**config.mk**
```make
export PLATFORM = sky130hd
export DESIGN_NAME = axi_stream_packet_sink_flat
export DESIGN_NICKNAME = d
export VERILOG_FILES = /design/src/rtl/axi_stream_packet_sink_if.sv /design/src/rtl/axi_stream_packet_sink.sv /design/src/flat_wrapper.sv
export SDC_FILE = /design/constraint.sdc
export NUM_CORES = 1
export LEC_CHECK = 0
export BUFFER_PORTS_ARGS = -buffer_cell sky130_fd_sc_hd__buf_2
export CAP_MARGIN = 30
export CORE_MARGIN = 4
export CORE_UTILIZATION = 50
export DETAILED_ROUTE_END_ITERATION = 7
export GPL_ROUTABILITY_DRIVEN = 1
export GPL_TIMING_DRIVEN = 0
export PLACE_DENSITY = 0.79
export SYNTH_ARGS = -nofsm -noshare
export SYNTH_HDL_FRONTEND = slang
export SYNTH_SLANG_ARGS = --single-unit
```
**constraint.sdc**
```tcl
create_clock -name s_axi_stream_aclk -period 5.4 [get_ports s_axi_stream_aclk]
set_input_delay 1.08 -clock s_axi_stream_aclk [delete_from_list [all_inputs] [get_ports s_axi_stream_aclk]]
set_output_delay 1.08 -clock s_axi_stream_aclk [all_outputs]
set_load 0.01 [all_outputs]
```
**src/rtl/axi_stream_packet_sink_if.sv**
```systemverilog
// AXI4-Stream link bundle: clock, reset and one beat channel.
// The sink binds to the slave modport; a packet source to the master.
interface axi_stream_if;
  typedef logic [31:0] data_t;

  logic  aclk;
  logic  areset_n;
  logic  tvalid;
  logic  tready;
  data_t tdata;
  logic  tlast;

  modport slave (
    input  aclk,
    input  areset_n,
    input  tvalid,
    input  tdata,
    input  tlast,
    output tready
  );

  modport master (
    input  aclk,
    input  areset_n,
    input  tready,
    output tvalid,
    output tdata,
    output tlast
  );
endinterface

```
**src/rtl/axi_stream_packet_sink.sv**
```systemverilog
// AXI4-Stream packet sink: FWFT FIFO plus length and pattern checker.
// Saturating counters report good packets, length and data errors.
module axi_stream_packet_sink #(
  parameter int          DEPTH      = 16,
  parameter int          PKT_LEN    = 9,
  parameter logic [31:0] DATA_BASE  = 32'hdeadbeef,
  parameter bit          CHECK_DATA = 1'b1
) (
  axi_stream_if.slave               s_axi_stream,
  input  logic                      rd_en,
  output logic                      rd_valid,
  output logic [31:0]               rd_data,
  output logic                      rd_last,
  output logic [$clog2(DEPTH):0]    fifo_level,
  output logic [15:0]               pkt_count,
  output logic [15:0]               len_err_count,
  output logic [15:0]               data_err_count,
  output logic                      busy
);

  localparam int AW = $clog2(DEPTH);
  localparam int LW = AW + 1;
  localparam int IW = (PKT_LEN > 1) ? $clog2(PKT_LEN) : 1;
  localparam logic [LW-1:0] FULL_LVL = LW'(DEPTH);
  localparam logic [IW-1:0] LAST_IDX = IW'(PKT_LEN - 1);

  localparam logic [1:0] IDLE    = 2'd0;
  localparam logic [1:0] RECV    = 2'd1;
  localparam logic [1:0] DISCARD = 2'd2;

  logic          clk;
  logic          rst_n;
  logic [1:0]    state;
  logic [IW-1:0] beat_idx;
  logic [32:0]   mem [DEPTH];
  logic [AW-1:0] wr_ptr;
  logic [AW-1:0] rd_ptr;
  logic          full;
  logic          accept;
  logic          push;
  logic          pop;
  logic          at_last;
  logic          data_bad;

  assign clk   = s_axi_stream.aclk;
  assign rst_n = s_axi_stream.areset_n;

  assign full     = (fifo_level == FULL_LVL);
  assign rd_valid = (fifo_level != '0);
  assign rd_data  = rd_valid ? mem[rd_ptr][31:0] : 32'd0;
  assign rd_last  = rd_valid & mem[rd_ptr][32];
  assign busy     = (state != IDLE);

  // Held low in reset; the tail of an overrun packet is always drained.
  assign s_axi_stream.tready =
    rst_n & ((state == DISCARD) | ~full);

  assign accept = s_axi_stream.tvalid & s_axi_stream.tready;
  assign push   = accept & (state != DISCARD);
  assign pop    = rd_en & rd_valid;

  assign at_last  = (beat_idx == LAST_IDX);
  assign data_bad = CHECK_DATA &&
    (s_axi_stream.tdata != DATA_BASE + 32'(beat_idx));

  function automatic logic [15:0] sat_inc(
    input logic [15:0] v
  );
    return (v == 16'hFFFF) ? v : v + 16'd1;
  endfunction

  always_ff @(posedge clk) begin
    if (push)
      mem[wr_ptr] <= {s_axi_stream.tlast, s_axi_stream.tdata};
  end

  always_ff @(posedge clk or negedge rst_n) begin
    if (!rst_n) begin
      wr_ptr     <= '0;
      rd_ptr     <= '0;
      fifo_level <= '0;
    end else begin
      if (push)
        wr_ptr <= wr_ptr + 1'b1;
      if (pop)
        rd_ptr <= rd_ptr + 1'b1;
      if (push && !pop)
        fifo_level <= fifo_level + 1'b1;
      else if (pop && !push)
        fifo_level <= fifo_level - 1'b1;
    end
  end

  always_ff @(posedge clk or negedge rst_n) begin
    if (!rst_n) begin
      state          <= IDLE;
      beat_idx       <= '0;
      pkt_count      <= '0;
      len_err_count  <= '0;
      data_err_count <= '0;
    end else if (accept) begin
      if (state == DISCARD) begin
        if (s_axi_stream.tlast) begin
          beat_idx <= '0;
          state    <= IDLE;
        end
      end else begin
        if (data_bad)
          data_err_count <= sat_inc(data_err_count);
        unique case (1'b1)
          s_axi_stream.tlast && at_last: begin
            pkt_count <= sat_inc(pkt_count);
            beat_idx  <= '0;
            state     <= IDLE;
          end
          s_axi_stream.tlast && !at_last: begin
            len_err_count <= sat_inc(len_err_count);
            beat_idx      <= '0;
            state         <= IDLE;
          end
          !s_axi_stream.tlast && !at_last: begin
            beat_idx <= beat_idx + 1'b1;
            state    <= RECV;
          end
          default: begin
            len_err_count <= sat_inc(len_err_count);
            state         <= DISCARD;
          end
        endcase
      end
    end
  end

endmodule

```
**src/flat_wrapper.sv**
```systemverilog
// flat-port wrapper written by rule: the top's interface ports become plain ports
module axi_stream_packet_sink_flat 
#(
  parameter int          DEPTH      = 16,
  parameter int          PKT_LEN    = 9,
  parameter logic [31:0] DATA_BASE  = 32'hdeadbeef,
  parameter bit          CHECK_DATA = 1'b1
)
  (rd_en, rd_valid, rd_data, rd_last, fifo_level, pkt_count, len_err_count, data_err_count, busy, s_axi_stream_aclk, s_axi_stream_areset_n, s_axi_stream_tvalid, s_axi_stream_tdata, s_axi_stream_tlast, s_axi_stream_tready);
  axi_stream_if s_axi_stream_i ();
  input  logic rd_en;
  output logic rd_valid;
  output logic [31:0] rd_data;
  output logic rd_last;
  output logic [$clog2(DEPTH):0] fifo_level;
  output logic [15:0] pkt_count;
  output logic [15:0] len_err_count;
  output logic [15:0] data_err_count;
  output logic busy;
  input wire logic [$bits(s_axi_stream_i.aclk)-1:0] s_axi_stream_aclk;
  input wire logic [$bits(s_axi_stream_i.areset_n)-1:0] s_axi_stream_areset_n;
  input wire logic [$bits(s_axi_stream_i.tvalid)-1:0] s_axi_stream_tvalid;
  input wire logic [$bits(s_axi_stream_i.tdata)-1:0] s_axi_stream_tdata;
  input wire logic [$bits(s_axi_stream_i.tlast)-1:0] s_axi_stream_tlast;
  output wire logic [$bits(s_axi_stream_i.tready)-1:0] s_axi_stream_tready;
  assign s_axi_stream_i.aclk = s_axi_stream_aclk;
  assign s_axi_stream_i.areset_n = s_axi_stream_areset_n;
  assign s_axi_stream_i.tvalid = s_axi_stream_tvalid;
  assign s_axi_stream_i.tdata = s_axi_stream_tdata;
  assign s_axi_stream_i.tlast = s_axi_stream_tlast;
  assign s_axi_stream_tready = s_axi_stream_i.tready;
  axi_stream_packet_sink #(.DEPTH(DEPTH), .PKT_LEN(PKT_LEN), .DATA_BASE(DATA_BASE), .CHECK_DATA(CHECK_DATA)) u_core (.s_axi_stream(s_axi_stream_i), .rd_en(rd_en), .rd_valid(rd_valid), .rd_data(rd_data), .rd_last(rd_last), .fifo_level(fifo_level), .pkt_count(pkt_count), .len_err_count(len_err_count), .data_err_count(data_err_count), .busy(busy));
endmodule
```
==> reports/metrics.yaml <==
worst_pin_slew_ns: 0.997
cp.arrival_ns: 3.64
fp-row-count: 79
whs_path_depth: 1
seq_area_mm2: 0.0175
grt_use_total_pct: 22.4
port_buffers: 125
fp.dieW_um: 225
core_mm2: 0.0466
io_pins: 126
status: "complete, no violations"
synth_ff_type: "edfxtp_1"
p_sw_uw: 3980
synthDominantCellAreaShare_pct: 67.2
clock_sinks: 595
vias_per_cell: 6.09
p_comb_share_pct: 30.6
irDropWorstVdd_mv: 0.280
max_slew_margin_pct: 33.4
dr.pass1.iters: 5
ys_ff_latch: 595
synthesis.area_mm2: 0.0236
rrSetupSlack_ns: 2.03
nets: 1388
dp_worst_setup_slack_ns: 0.653
powerDensity_mw_per_mm2: 491
finalCritPeriodShare_pct: 87.3
wl_per_cell_um: 28.2
min_from: "u_core.pkt_count[5]"
grt_pass1_vias: 12604
min_period_ns: 4.72
ctsResizeCount: 0
yosysSeqAreaShare_pct: 74.3
grt_setup_unrepaired: "false"
drv_slew: 0
grt_pass1_wl_um: 83000
fill_cells: 3157
end_kind: "primary output"
timing.fmax_mhz: 212
ctsHoldBuffers: 0
numCtsBuffers: 58
grt_max_degree: 72
initial_core_util_pct: 50.7
yosysWarnings: 0
critPathKind: "reg -> out"
htree_levels: 2
cap_violations: 0
p_sw_share_pct: 29.5
required_ns: 4.32
dp_hpwl_um: 33700
insertion_delay_ns: 0.63
power.leakage_uw: 0.00929
hold_end: "u_core.pkt_count[5]"
worst_r2r_path_depth: 12
cts_buffer_depth: 3
synthTopCellsByArea: "edfxtp_1 (67%), mux4_2 (16%), dfrtp_1 (7.1%), xnor2_1 (1.8%), ha_1 (0.95%)"
cp-start-kind: "flop"
drtIter0Drc: 1377
postSynthAreaPerCell_um2: 21.2
overflow: 0
fin_ws_ns: 0.685
drc: 0
skew_ns: 0.0450
synthToLayoutAreaGrowth_pct: 16.5
r2r_end: "u_core.fifo_level[4]"
intPower_uw: 9520
ant_nets: 0
chipHeight_um: 225
synth_edf_count: 528
stdcell_area_mm2: 0.0275
synth_cell_types: 46
clkTransAtPathRegs_ns: 0.06
hold_violations: 0
drive_gt1_share_pct: 32.7
r2r-start: "u_core.fifo_level[1]"
drt_wl_total_um: 56100
antenna_found_initial: 5
synth_largest_area_cell: "edfxtp_1"
hold_ws_ns: 0.491
die_area_mm2: 0.0507
cts_root_buf: "clkbuf_16"
vias: 12096
synth_nets: 1171
hold_path.class: "reg -> reg"
gp_congestion: 0.763
multi_input_area_mm2: 0.00585
critPathMaxFanout: 10
power_frac_clock_pct: 29.3
p_seq_share_pct: 40.1
cts_post_setup_buffers_inserted: 0
setup_viol: 0
cts_tree: "done"
dpl_cell_area_mm2: 0.0256
synth_cells: 1115
async_flop_share_pct: 11.3
-- through the flow --
stage	total power, uW	instances	setup TNS (ns)	utilization, %
after floorplan	8190	1115	0	-
after detailed placement	9590	1878	0	55.0
after CTS	13600	1982	0	59.0
final	13500	1986	0	59.0
after global routing	14100	1984	0	59.0
after global placement	9400	1847	-1171.79	53.6
-- cells by family (layout without fill, tap and decap cells) --
kind of cell	count (synthesis)	count (layout)	share of synthesized area, %
DFF	595	595	74.3
and+or+nand+nor	179	179	4.12
muxes	171	171	16.0
buffers and inverters	61	322	1.32
xor gates and xnor gates	59	59	2.19
AOI/OAI and AO/OA	31	31	0.955
adders and majority gates	19	19	1.04
other	0	3	0
-- synth_stat cells (10+ instances only) --
cell,number
edfxtp_1,528
mux4_2,165
dfrtp_1,67
xnor2_1,49
nand2_1,37
and2_1,35
nor2_1,28
nand4_1,21
clkbuf_1,18
ha_1,18
nand3_1,15
inv_1,13
buf_2,11
and3_1,10
buf_1,10
o21ai_0,10
xor2_1,10
-- metal layers --
metal,vias up,wire [um],global-route usage [%]
met4,2,2000,7.80
met3,134,5040,4.88
met1,6268,21000,30.2
met2,694,28000,36.9
met5,-,18,0
li1,4998,-,-
-- worst max-delay path, cell delays in order (launching register included) --
cell     delay [ns]
dfrtp_1        0.36
buf_2          0.25
buf_2          0.37
buf_1          0.72
mux4_2         0.44
mux4_2         0.54
and2_1         0.19
buf_2          0.14
-- cells in the final DEF (no fill, tap or decap), types with 4 or more instances in the layout --
cell type,count
a21oi_1,7
and2_1,35
and3_1,10
and4_1,4
buf_1,10
buf_12,6
buf_16,6
buf_2,135
buf_6,19
buf_8,9
bufinv_16,5
clkbuf_1,31
clkbuf_16,59
clkinv_1,12
clkinv_2,10
dfrtp_1,67
edfxtp_1,528
ha_1,18
inv_1,13
mux2_2,4
mux4_2,165
nand2_1,37
nand2b_1,6
nand3_1,15
nand4_1,21
nand4b_1,4
nor2_1,16
nor2_4,12
nor3_2,5
o21ai_0,10
xnor2_1,49
xor2_1,10
-- worst max path at each step --
| stage | startpoint | to | depth (start not counted) |
|---|---|---|---|
| floorplan | s_axi_stream_tvalid | u_core.mem[3][0] | 5 |
| global placement | s_axi_stream_areset_n | u_core.mem[3][11] | 6 |
| detailed placement | s_axi_stream_areset_n | u_core.mem[7][12] | 7 |
| CTS | u_core.rd_ptr[1] | rd_data[18] | 7 |
| global route | u_core.rd_ptr[1] | rd_data[5] | 7 |
| finish | u_core.rd_ptr[1] | rd_data[5] | 7 |
-- flip-flops by register name, indices dropped and copies added (netlist names), 4 cells and up --
name,cells
u_core.mem,528
u_core.data_err_count,16
u_core.len_err_count,16
u_core.pkt_count,16
u_core.fifo_level,5
u_core.beat_idx,4
u_core.rd_ptr,4
u_core.wr_ptr,4
-- power by group through the flow --
stage / Sequential, uW / Clock, uW / Combinational [uW]
2_1_floorplan: 5500 / 0 / 2690
3_3_place_gp: 5500 / 0 / 3900
3_5_place_dp: 5500 / 0 / 4100
4_1_cts: 5410 / 4010 / 4190
5_1_grt: 5440 / 4210 / 4410
6_report: 5410 / 3960 / 4130
-- final cells by class --
type	instances	share of cell area (%)
Multi-Input combinational cell	459	21.3
Buffer	48	0.952
Clock inverter	31	1.14
Antenna cell	3	0.0273
Inverter	13	0.178
Tap cell	607	2.76
Clock buffer	73	5.60
Timing Repair Buffer	157	4.25
Sequential cell	595	63.8
(Power assumes the default switching activity.)
